[src/rtl/sema_phase_scheduler_if.sv]
// Signal bundle between the crossing controller and its surroundings:
// detector requests and divider tick in, lamp drives and debug state out.
interface sema_phase_scheduler_if;
    logic       tick;
    logic       p;
    logic       w;
    logic       s;
    logic [2:0] w_gyr;
    logic [2:0] s_gyr;
    logic [1:0] p_gr;
    logic [2:0] pend;
    logic [2:0] phase;

    modport master (
        output tick, p, w, s,
        input  w_gyr, s_gyr, p_gr, pend, phase
    );

    modport slave (
        input  tick, p, w, s,
        output w_gyr, s_gyr, p_gr, pend, phase
    );
endinterface

[src/rtl/sema_phase_scheduler.sv]
// Three-approach crossing sequencer: sticky W/S/P requests, round-robin
// grants, green/yellow/all-red timing counted in divider ticks.
module sema_phase_scheduler #(
    parameter int unsigned GREEN_T  = 8,
    parameter int unsigned YELLOW_T = 3,
    parameter int unsigned WALK_T   = 6,
    parameter int unsigned PCLR_T   = 2,
    parameter int unsigned ALLRED_T = 1,
    parameter int unsigned CNT_W    = 4
) (
    input  logic                  clk,
    input  logic                  reset,
    sema_phase_scheduler_if.slave bus
);

    typedef enum logic [2:0] {
        IDLE    = 3'd0,
        W_GRN   = 3'd1,
        W_YEL   = 3'd2,
        S_GRN   = 3'd3,
        S_YEL   = 3'd4,
        P_WALK  = 3'd5,
        P_CLR   = 3'd6,
        ALL_RED = 3'd7
    } state_t;

    localparam logic [1:0] AP_W = 2'd0;
    localparam logic [1:0] AP_S = 2'd1;
    localparam logic [1:0] AP_P = 2'd2;

    localparam logic [7:0] LAMPS_RED = 8'b001_001_01;

    state_t           state;
    state_t           state_nx;
    state_t           grant_st;
    logic [CNT_W-1:0] timer;
    logic [CNT_W-1:0] timer_nx;
    logic [2:0]       pend_q;
    logic [2:0]       pend_nx;
    logic [2:0]       pend_lat;
    logic [2:0]       req;
    logic [2:0]       grant;
    logic [2:0]       clr;
    logic [1:0]       last;
    logic [1:0]       last_nx;
    logic             expire;
    logic             entering;
    logic [7:0]       lamps_q;

    // Scan order starts just after the previous winner.
    function automatic logic [2:0] rr_pick(
        input logic [1:0] lst,
        input logic [2:0] pd
    );
        logic [2:0] r;
        r = 3'b000;
        case (lst)
            AP_W: begin
                if (pd[1])      r = 3'b010;
                else if (pd[2]) r = 3'b100;
                else if (pd[0]) r = 3'b001;
            end
            AP_S: begin
                if (pd[2])      r = 3'b100;
                else if (pd[0]) r = 3'b001;
                else if (pd[1]) r = 3'b010;
            end
            default: begin
                if (pd[0])      r = 3'b001;
                else if (pd[1]) r = 3'b010;
                else if (pd[2]) r = 3'b100;
            end
        endcase
        return r;
    endfunction

    function automatic logic [CNT_W-1:0] dur_of(input state_t st);
        logic [CNT_W-1:0] d;
        unique case (st)
            W_GRN, S_GRN:  d = CNT_W'(GREEN_T - 1);
            W_YEL, S_YEL:  d = CNT_W'(YELLOW_T - 1);
            P_WALK:        d = CNT_W'(WALK_T - 1);
            P_CLR:         d = CNT_W'(PCLR_T - 1);
            ALL_RED:       d = CNT_W'(ALLRED_T - 1);
            default:       d = '0;
        endcase
        return d;
    endfunction

    // {w_gyr, s_gyr, p_gr}
    function automatic logic [7:0] lamps_of(input state_t st);
        logic [7:0] l;
        unique case (st)
            W_GRN:   l = 8'b100_001_01;
            W_YEL:   l = 8'b010_001_01;
            S_GRN:   l = 8'b001_100_01;
            S_YEL:   l = 8'b001_010_01;
            P_WALK:  l = 8'b001_001_10;
            default: l = LAMPS_RED;
        endcase
        return l;
    endfunction

    // An approach's own detector is ignored while it holds right-of-way.
    always_comb begin
        req[0] = bus.w && (state != W_GRN);
        req[1] = bus.s && (state != S_GRN);
        req[2] = bus.p && (state != P_WALK);
    end

    assign pend_lat = pend_q | req;
    assign grant    = rr_pick(last, pend_lat);
    assign expire   = bus.tick && (timer == '0);

    always_comb begin
        grant_st = IDLE;
        unique case (1'b1)
            grant[0]: grant_st = W_GRN;
            grant[1]: grant_st = S_GRN;
            grant[2]: grant_st = P_WALK;
            default:  grant_st = IDLE;
        endcase
    end

    always_comb begin
        state_nx = state;
        unique case (state)
            IDLE: begin
                if (bus.tick && (grant != 3'b000))
                    state_nx = grant_st;
            end
            W_GRN: begin
                if (expire && (pend_lat[1] || pend_lat[2]))
                    state_nx = W_YEL;
            end
            S_GRN: begin
                if (expire && (pend_lat[0] || pend_lat[2]))
                    state_nx = S_YEL;
            end
            W_YEL, S_YEL, P_CLR: begin
                if (expire)
                    state_nx = ALL_RED;
            end
            P_WALK: begin
                if (expire)
                    state_nx = P_CLR;
            end
            ALL_RED: begin
                if (expire)
                    state_nx = grant_st;
            end
            default: state_nx = IDLE;
        endcase
    end

    assign entering = (state_nx != state);

    always_comb begin
        clr     = 3'b000;
        last_nx = last;
        if (entering) begin
            unique case (state_nx)
                W_GRN: begin
                    clr     = 3'b001;
                    last_nx = AP_W;
                end
                S_GRN: begin
                    clr     = 3'b010;
                    last_nx = AP_S;
                end
                P_WALK: begin
                    clr     = 3'b100;
                    last_nx = AP_P;
                end
                default: begin
                    clr     = 3'b000;
                    last_nx = last;
                end
            endcase
        end
    end

    assign pend_nx = pend_lat & ~clr;

    // A resting green sits at zero, so the next tick is already expiry.
    always_comb begin
        timer_nx = timer;
        if (entering)
            timer_nx = dur_of(state_nx);
        else if (bus.tick && (timer != '0))
            timer_nx = timer - CNT_W'(1);
    end

    always_ff @(posedge clk) begin
        if (reset) begin
            state   <= IDLE;
            timer   <= '0;
            pend_q  <= 3'b000;
            last    <= AP_P;
            lamps_q <= LAMPS_RED;
        end else begin
            state   <= state_nx;
            timer   <= timer_nx;
            pend_q  <= pend_nx;
            last    <= last_nx;
            lamps_q <= lamps_of(state_nx);
        end
    end

    assign bus.w_gyr = lamps_q[7:5];
    assign bus.s_gyr = lamps_q[4:2];
    assign bus.p_gr  = lamps_q[1:0];
    assign bus.pend  = pend_q;
    assign bus.phase = state;

endmodule

[src/flat_wrapper.sv]
// flat-port wrapper written by rule: the top's interface ports become plain ports
module sema_phase_scheduler_flat 
#(
    parameter int unsigned GREEN_T  = 8,
    parameter int unsigned YELLOW_T = 3,
    parameter int unsigned WALK_T   = 6,
    parameter int unsigned PCLR_T   = 2,
    parameter int unsigned ALLRED_T = 1,
    parameter int unsigned CNT_W    = 4
)
  (clk, reset, bus_tick, bus_p, bus_w, bus_s, bus_w_gyr, bus_s_gyr, bus_p_gr, bus_pend, bus_phase);
  sema_phase_scheduler_if bus_i ();
  input  logic clk;
  input  logic reset;
  input wire logic [$bits(bus_i.tick)-1:0] bus_tick;
  input wire logic [$bits(bus_i.p)-1:0] bus_p;
  input wire logic [$bits(bus_i.w)-1:0] bus_w;
  input wire logic [$bits(bus_i.s)-1:0] bus_s;
  output wire logic [$bits(bus_i.w_gyr)-1:0] bus_w_gyr;
  output wire logic [$bits(bus_i.s_gyr)-1:0] bus_s_gyr;
  output wire logic [$bits(bus_i.p_gr)-1:0] bus_p_gr;
  output wire logic [$bits(bus_i.pend)-1:0] bus_pend;
  output wire logic [$bits(bus_i.phase)-1:0] bus_phase;
  assign bus_i.tick = bus_tick;
  assign bus_i.p = bus_p;
  assign bus_i.w = bus_w;
  assign bus_i.s = bus_s;
  assign bus_w_gyr = bus_i.w_gyr;
  assign bus_s_gyr = bus_i.s_gyr;
  assign bus_p_gr = bus_i.p_gr;
  assign bus_pend = bus_i.pend;
  assign bus_phase = bus_i.phase;
  sema_phase_scheduler #(.GREEN_T(GREEN_T), .YELLOW_T(YELLOW_T), .WALK_T(WALK_T), .PCLR_T(PCLR_T), .ALLRED_T(ALLRED_T), .CNT_W(CNT_W)) u_core (.clk(clk), .reset(reset), .bus(bus_i));
endmodule
[config.mk]
export PLATFORM = sky130hd
export DESIGN_NAME = sema_phase_scheduler_flat
export DESIGN_NICKNAME = d
export VERILOG_FILES = /design/src/rtl/sema_phase_scheduler_if.sv /design/src/rtl/sema_phase_scheduler.sv /design/src/flat_wrapper.sv
export SDC_FILE = /design/constraint.sdc
export NUM_CORES = 1
export LEC_CHECK = 0
export BUFFER_PORTS_ARGS = -buffer_cell sky130_fd_sc_hd__buf_2
export CELL_PAD_IN_SITES_DETAIL_PLACEMENT = 0
export CELL_PAD_IN_SITES_GLOBAL_PLACEMENT = 1
export CORE_MARGIN = 3
export CORE_UTILIZATION = 36
export DETAILED_ROUTE_END_ITERATION = 12
export PLACE_DENSITY_LB_ADDON = 0.1
export SYNTH_ARGS = -nofsm -noshare
export SYNTH_HDL_FRONTEND = slang
export SYNTH_SLANG_ARGS = --single-unit
[constraint.sdc]
create_clock -name clk -period 2.48 [get_ports clk]
set_clock_uncertainty 0.05 [all_clocks]
set_input_delay 0.124 -clock clk [delete_from_list [all_inputs] [get_ports clk]]
set_output_delay 0.124 -clock clk [all_outputs]
set_load 0.02 [all_outputs]
### Yosys cells after proc, flatten, opt, wreduce, memory -nomap -nowiden

Index checks and enable logic that the tools add are counted.

* flip-flop bits (word level): 20
* latch bits: 0
* RAM bits: 0
* ROM bits: 0
* input bits: 6
* output and inout port bits: 14
* logic and storage cells: 73
* memories: 0

* add/subtract/negate cells: 1
* multiply operators: 0
* divide/modulo/power cells: 0
* magnitude comparators: 0
* eq/ne operators: 18
* shift-type cells: 0
* mux-type cells: 25
* bitwise logic cells: 3
* reduce and logical (&&, ||, !) cells: 21

Operators by type and width (number)
* 3-bit 2-to-1 mux: 14
* 8-bit case mux with 5 select lines: 1
* 3-bit equality test, second input constant: 7
* 3-bit case mux with 3 select lines: 2
* 3-bit case mux with 6 select lines: 1
* 3-bit by 2-bit equality test with 1-bit output, second input constant: 4
* 3-bit case mux with 4 select lines: 1
* 1-bit logical AND: 8
* 4-bit 2-to-1 mux: 2
* 3-bit by 1-bit equality test with 1-bit output, second input constant: 2
* 2-bit case mux with 3 select lines: 1
* 3-bit case mux with 2 select lines: 1
* 3-bit nonzero test: 2
* 4-bit logical NOT: 1
* 4-bit nonzero test: 1
* 2-bit OR reduction: 2
* 4-bit by 1-bit subtractor with 4-bit output, second input constant: 1
* 3-bit AND: 1
* 3-bit logical NOT: 1
* 3-bit by 1-bit != test with 1-bit output, second input constant: 1
* 3-bit by 2-bit != test with 1-bit output, second input constant: 1
* 3-bit != test: 1
* 3-bit != test, second input constant: 1
* 3-bit NOT: 1
* 9 further kinds: 10

### Depth between registers and ports, before layout

Gate-level depths: netlist of run 1.

* word-level depth: 16
* depth in mapped cells: 11
* mapped depth without buffers: 10

### Worst setup path before layout of run 1

OpenSTA, ideal clock, no wires.

* kind: register to register
* start: register u_core.state[0], in the netlist u_core.bus.phase[0]
* end: register u_core.last[1]
* library setup time: 0.122 ns
* arrival: 2.573 ns
* data required time: 2.308 ns
* path slack: -0.265 ns
* cell stages (with the launch flop): 9
* period minus slack after synthesis: 2.745 ns
* path through: dfxtp_1 -> buf_4 -> or3b_1 -> a221oi_4 -> xnor2_1 -> nand2b_1 -> a221o_1 -> and2_4 -> a221o_1

* cells in the longest elaborated chain, start to end: 14
* elaborated cells on any way between the ends: 47

Ends and longest elaborated chain
* start: declaration: line sema_phase_scheduler.sv:33 `state_t state;`
* start signal: assignment: line sema_phase_scheduler.sv:202 `state <= state_nx;`
* 3-bit by 1-bit != test with 1-bit output (tied with other cells): line sema_phase_scheduler.sv:106 `req[0] = bus.w && (state != W_GRN);`
* 1-bit logical AND (on tied branches): line sema_phase_scheduler.sv:106, sema_phase_scheduler.sv:107, sema_phase_scheduler.sv:108
* 3-bit bitwise OR: line sema_phase_scheduler.sv:111 `assign pend_lat = pend_q | req;`
* 1-bit 2-to-1 mux (tied with other cells): line sema_phase_scheduler.sv:61 `else if (pd[0]) r = 3'b001;`
* 3-bit 2-to-1 mux (on tied branches): line sema_phase_scheduler.sv:60, sema_phase_scheduler.sv:65, sema_phase_scheduler.sv:70
* 3-bit 2-to-1 mux (on tied branches): line sema_phase_scheduler.sv:59, sema_phase_scheduler.sv:64, sema_phase_scheduler.sv:69
* 3-bit case mux with 2 select lines: line sema_phase_scheduler.sv:57 `case (lst)`
* 3-bit nonzero test: line sema_phase_scheduler.sv:129 `if (bus.tick && (grant != 3'b000))`
* 1-bit logical AND: line sema_phase_scheduler.sv:129
* 3-bit 2-to-1 mux: line sema_phase_scheduler.sv:129
* 3-bit case mux with 6 select lines: line sema_phase_scheduler.sv:127 `unique case (state)`
* 3-bit by 1-bit equality test with 1-bit output (tied with other cells): line sema_phase_scheduler.sv:162 `unique case (state_nx)`
* 3-bit nonzero test (no source line)
* 2-bit AND reduction (no source line)
* end signal: assignment: line sema_phase_scheduler.sv:205 `last <= last_nx;`
* end: declaration: line sema_phase_scheduler.sv:44 `logic [1:0] last;`

Several ways; a longest one is shown, not always the timed one.
A chain may end at the register's enable or synchronous reset.

### Worst setup path in the final report of run 1

* start: register u_core.state[2], in the netlist u_core.bus.phase[2]
* end: register u_core.last[1]

The elaborated chain is that of the path after synthesis.

==> impl_results.md, run 1 <==
* Hold path depth at 2
* Critical Path RT at 2.64 ns
* CTS Hold Bufs at 0
* RSZ-0062 raised after global routing: true
* Ports at 20
* # rows at 19
* GRT Util Overall at 0.167
* # port buffers at 19
* Fmax at 417 MHz
* Post-Syn Instances at 136
* Reg-to-Reg Start: u_core.bus.phase[2]
* Avg Synthesized Cell Area at 8.44 um^2
* P_int at 0.00118 W
* Outcome: finished, final reports clean
* Final Hold Viols at 0
* Via density at 5.40
* CTS Sinks at 20
* Area grow syn2layout at 38.6%
* Initial antenna violation count at 0
* Clk buf depth at 2
* Dominant synthesized flop cell: dfxtp_1
* Syn_nets at 144
* R2r setup slk at 0.08 ns
* Slew HR at 0.778
* Total power at 0.00207 W
* Final instance area at 0.00159 mm^2
* Placed cell area at 0.00147 mm^2
* Pin count of the biggest net entering global routing at 17
* Clock root buffer: clkbuf_4
* CTS tree: built
* Via Count at 1215
* Max Slew Vio Count at 0
* Mapped cell area at 0.00115 mm^2
* DRT Pass-1 Iters at 4
* Yosys cell types at 47
* GR Overflow Total at 0
* Die area at 0.00390 mm^2
* Die Wd at 62.5 um
* Flops & latches, synth at 20
* Initial Utilization at 0.396
* Post-synth ARST share at 0
* Initial DRC count at 91
* Actual slew at the worst max-slew pin at 0.328 ns
* Clock slew at reported path FFs at 0.11 ns
* Share of power burned in registers at 0.244
* HPWL Detailed at 2.45 mm
* WS Path Type: flop to flop
* Total number of H-tree levels at 1
* Hold Path Class: input pin to flop
* Worst Reg2Reg Path Length in Cells at 7
* Gp weighted congestion at 0.818
* Hold Path End: u_core.bus.phase[2]
* Core area at 0.00290 mm^2
* Final setup fails at 0
* Reported net switching power at 0.000891 W
* Worst R2R End: u_core.last[1]
* Routed Antenna Nets at 0
* Leakage power at 0.683 nW
* Endpoint class of the critical path: flop
* Total CTS buffers at 3
* Layout net count at 192
* Clock group share of total power at 0.090
* Power per Cell Area at 1300 mW/mm^2
* Logic pwr share at 0.666
* # diodes at 0
* Worst IR drop on VDD at 0.590 mV
* Core Util, Final at 0.548
* Wirelength per Cell at 14.3 um
* Drt drc at 0
* Die Height at 62.5 um
* Number of flops mapped to enable cells by yosys at 0
* Sw frac at 0.431
* Tcrit/Tclk final at 0.968
* Vias in the first global route at 1168
* Clk_lat worst skew at 0.30 ns
* Share of cells above drive strength 1 at 0.415
* Sequential area share after synthesis at 0.349
* YS warnings at 0
* Minimum clock period at 2.40 ns
* Global-route wire length before repair at 5.36 mm
* Total Wirelength at 3.22 mm
* Max Cap Violations at 0
* Nature of the critical path startpoint: flop
* Crit path DAT at 2.56 ns
* Crit-path max FO at 7
* Hold_sp: reset
## critical path, cell delays in order (launching register included)
cell	delay [ns]
dfxtp_2	0.36
or3b_4	0.43
a221oi_4	0.31
xnor2_1	0.12
nand2b_1	0.15
a221o_2	0.42
and2_4	0.18
a221o_1	0.30
## power groups by stage
stage	Clock (W)	Combinational [W]	Sequential, W
floorplan	0	0.000714	0.000571
global placement	0	0.00123	0.000503
detailed placement	0	0.00123	0.000506
CTS	0.000193	0.00128	0.000500
global route	0.000202	0.00151	0.000520
finish	0.000186	0.00138	0.000504
## layout make-up
cell class	count	area, um^2
Clock buffer	4	36.3
Fill cell	293	1310
Inverter	7	26.3
Multi-Input combinational cell	104	756
Sequential cell	20	407
Tap cell	42	52.6
Timing Repair Buffer	48	313
## routing by layer
layer	up-vias	part of all wire	track usage
li1	604	-	-
met1	585	0.49	0.231
met2	22	0.48	0.273
met3	4	0.027	0.0126
met4	0	0.011	0.0606
met5	-	0	0
## per-stage QoR
| stage | cells | setup slack [ns] | setup TNS (ns) | hold slack (ns) |
|---|---|---|---|---|
| 2_1_floorplan | 136 | -0.0134 | -0.0134 | 0.146 |
| 4_1_cts | 221 | 0.0213 | 0 | 0.102 |
| 5_1_grt | 225 | -0.0141 | -0.0141 | 0.140 |
| 3_5_place_dp | 216 | -0.0945 | -0.277 | 0.422 |
| 3_3_place_gp | 216 | -0.0370 | -0.0576 | 0.434 |
| 6_report | 225 | 0.0797 | 0 | 0.115 |
## placed cells by master, fill, tap and decap left out, types with 4 or more instances in the layout
cell type	count
a21oi_1	6
or2_2	4
buf_4	29
buf_2	19
inv_1	7
dfxtp_1	17
nand2b_1	4
nor3_1	9
nor2_1	10
nand2_1	13
## cells in the mapped netlist (3+ instances only)
| cell | count | area, um^2 |
|---|---|---|
| nand2b_1 | 4 | 25.0 |
| nor2_1 | 12 | 45.0 |
| a21oi_1 | 6 | 30.0 |
| xnor2_1 | 3 | 26.3 |
| a311oi_1 | 3 | 26.3 |
| nor3_1 | 11 | 55.1 |
| nand2_1 | 13 | 48.8 |
| or2_2 | 4 | 25.0 |
| dfxtp_1 | 20 | 400 |
| inv_1 | 7 | 26.3 |
| or3_1 | 3 | 18.8 |
## worst max path at each step
stage,endpoint,slack (ns),from
4_1_cts,u_core.last[1],0.02,u_core.timer[0]
2_1_floorplan,u_core.last[1],-0.01,u_core.bus.phase[0]
5_1_grt,u_core.last[1],-0.01,u_core.bus.phase[1]
3_5_place_dp,u_core.timer[1],-0.09,u_core.timer[0]
6_report,u_core.last[1],0.08,u_core.bus.phase[2]
3_3_place_gp,u_core.last[0],-0.04,u_core.timer[0]
## kinds of logic (layout without fill, tap and decap cells)
logic type               after synthesis  after routing  synth area share
AND/OR/NAND/NOR                       60             60             0.278
AO/OA/AOI/OAI                         39             39             0.284
flip-flops                            20             20             0.349
buffers and inverters                 12             59            0.0447
XOR/XNOR                               3              3            0.0229
adder cells (fa/ha/maj)                2              2            0.0218
## registers in the layout (all words and copies together), names as in the netlist
register,cells
u_core.last,2
u_core.bus.pend,3
u_core.lamps_q,8
u_core.bus.phase,3
u_core.timer,4
## repair_timing
item / 4_1_cts / 5_1_grt
setup endpoints to repair: 5 / 10
cloned: 0 / 0
gates resized for setup: 5 / 10
setup buffers: 1 / 4
pin swaps: 1 / 2
Power figures use the tool's default switching activity.
==> inputs of run 2 (changes only) <==
==> constraint.sdc (replaced) <==
create_clock -name clk -period 2.48 [get_ports clk]
set_clock_uncertainty 0.05 [all_clocks]
set_input_delay 0.372 -clock clk [delete_from_list [all_inputs] [get_ports clk]]
set_output_delay 0.372 -clock clk [all_outputs]
set_load 0.02 [all_outputs]
==> run 2 against run 1 <==
Effect of this change:
- combinational power barely moved
- critical path depth did not move
- sequential power fell by 1%
- fmax fell by 1.8%
- clock power fell by 15%
- hold slack improved by 0.25 ns
- utilization fell by 0.47 points
- sequential share of layout area rose by 0.22 points
- final cell count did not move
- design area fell by 0.87%
- register-to-register slack got worse by 0.04 ns
- largest cell class unchanged
- largest power group unchanged
==> impl_results.md, run 2 (synthesized netlist as in run 1, its figures left out) <==
* Worst Reg2Reg Path Length in Cells at 7
* Worst IR drop on VDD at 0.587 mV
* Crit-path max FO at 6
* GR Overflow Total at 0
* Fillers at 297
* # port buffers at 19
* Initial DRC count at 65
* Crit path DAT at 2.59 ns
* Wirelength per Cell at 13.5 um
* Die area at 0.00390 mm^2
* Drt drc at 0
* Outcome: finished, final reports clean
* Initial antenna violation count at 0
* Tcrit/Tclk final at 0.985
* Minimum clock period at 2.44 ns
* CTS Sinks at 20
* Reg-to-Reg Start: u_core.bus.phase[2]
* Fmax at 409 MHz
* Total CTS buffers at 3
* Share of cells above drive strength 1 at 0.410
* Crit-path cells: or3b_4 -> a221oi_4 -> xnor2_1 -> nand2b_1 -> a221o_2 -> and2_4 -> a221o_1
* Register area at 407 um^2
* Most common cell after layout, fill and taps aside: buf_4
* Via density at 5.30
* # diodes at 0
* Final Hold Viols at 0
* Routed Antenna Nets at 0
* CP max stage delay at 0.43 ns
* Leakage power at 0.675 nW
* Endpoint class of the critical path: flop
* Hold Path End: u_core.bus.phase[1]
* Hold path depth at 2
* # rows at 19
* Layout net count at 192
* Most frequent cells in the layout: buf_4 (29), buf_2 (19), dfxtp_1 (17), nand2_1 (13)
* Post-Layout Cell Count at 225
* R2r setup slk at 0.04 ns
* Max Slew Vio Count at 0
* Hold_sp: reset
* WS Path Type: flop to flop
* Core Util, Final at 0.544
* Core area at 0.00290 mm^2
* Clock root buffer: clkbuf_4
* Total number of H-tree levels at 1
* HPWL Detailed at 2.38 mm
* Total Wirelength at 3.03 mm
* Die Height at 62.5 um
* CTS tree: built
* Slowest CP cell: or3b_4
* Largest regs: u_core.lamps_q x8, u_core.timer x4
* Multi-input logic area at 752 um^2
* Worst R2R End: u_core.last[1]
* Actual slew at the worst max-slew pin at 0.300 ns
* Max reg flops at 8
* GRT Util Overall at 0.161
* Final setup fails at 0
* Critical Path RT at 2.63 ns
* Nature of the critical path startpoint: flop
* Placed cell area at 0.00149 mm^2
* Max Cap Violations at 0
* RSZ-0062 raised after global routing: true
* Slew HR at 0.797
* Final instance area at 0.00158 mm^2
* Clock slew at reported path FFs at 0.10 ns
* Pin count of the biggest net entering global routing at 17
* DRT Pass-1 Iters at 4
* Clk buf depth at 2
* Total power at 0.00201 W
* Via Count at 1193
* Initial Utilization at 0.396
* Top reg by flops: u_core.lamps_q
* Setup TNS at 0 ns
* Area grow syn2layout at 37.4%
* Die Wd at 62.5 um
* Power per Cell Area at 1270 mW/mm^2
* Hold Path Class: input pin to flop
* DP Cell Count at 218
* Ports at 20
* Global-route wire length before repair at 5.22 mm
* Clk_lat worst skew at 0.30 ns
* CTS Hold Bufs at 0
* Gp weighted congestion at 0.866
* Vias in the first global route at 1150
[run 2: cell count changes in the layout (fill, tap and decap cells not counted)]
cell      delta
a21boi_0     +1
a21boi_1     -1
and2_1       -1
and2_2       +1
clkbuf_1     +1
clkbuf_8     -1
nor3_1       +1
nor3_2       -1
[run 2: routing by layer]
metal | track usage | up-vias | part of all wire | wire length [um]
li1 | - | 605 | - | -
met1 | 0.231 | 550 | 0.48 | 1440
met2 | 0.246 | 31 | 0.45 | 1370
met3 | 0.0234 | 7 | 0.052 | 157
met4 | 0.0523 | 0 | 0.020 | 61
met5 | 0 | - | 0 | 0
[run 2: area by class of cell]
cell class,instances,area share
clock buffers,4,0.0167
inverters,7,0.0167
multi-input cells,104,0.477
flip-flops and latches,20,0.258
well taps,42,0.0333
repair buffers,48,0.198
[run 2: stage by stage]
step	worst slack [ns]	hold WS, ns
after global routing	-0.0713	0.377
after floorplan	-0.0134	0.394
after detailed placement	-0.0488	0.437
final	0.0365	0.364
after CTS	0.0117	0.367
after global placement	-0.00558	0.434
[run 2: repair_timing]
item | in CTS | in global routing
setup buffers | 1 | 2
setup endpoints to repair | 3 | 15
pin swaps | 1 | 4
gates resized for setup | 2 | 12
[run 2: power breakdown]
part,internal [W],switching (W)
clock network,0.0000627,0.0000952
logic,0.000649,0.000699
registers,0.000425,0.0000739
[run 2: worst max path at each step]
stage	from	endpoint	slack [ns]	cells past startpoint
4_1_cts	u_core.bus.phase[1]	u_core.timer[1]	0.01	7
5_1_grt	u_core.bus.phase[2]	u_core.last[1]	-0.07	7
3_5_place_dp	bus_p	u_core.last[1]	-0.05	9
3_3_place_gp	u_core.timer[0]	u_core.timer[1]	-0.006	11
6_report	u_core.bus.phase[2]	u_core.last[1]	0.04	7
2_1_floorplan	u_core.bus.phase[0]	u_core.last[1]	-0.01	8
[run 2: critical path: cells and delay by family, from the launching register on]
family                    cells  cell delay [ns]
DFF                           1             0.36
and+or+nand+nor               3             0.76
AOI/OAI and AO/OA             3             1.05
xor gates and xnor gates      1             0.12
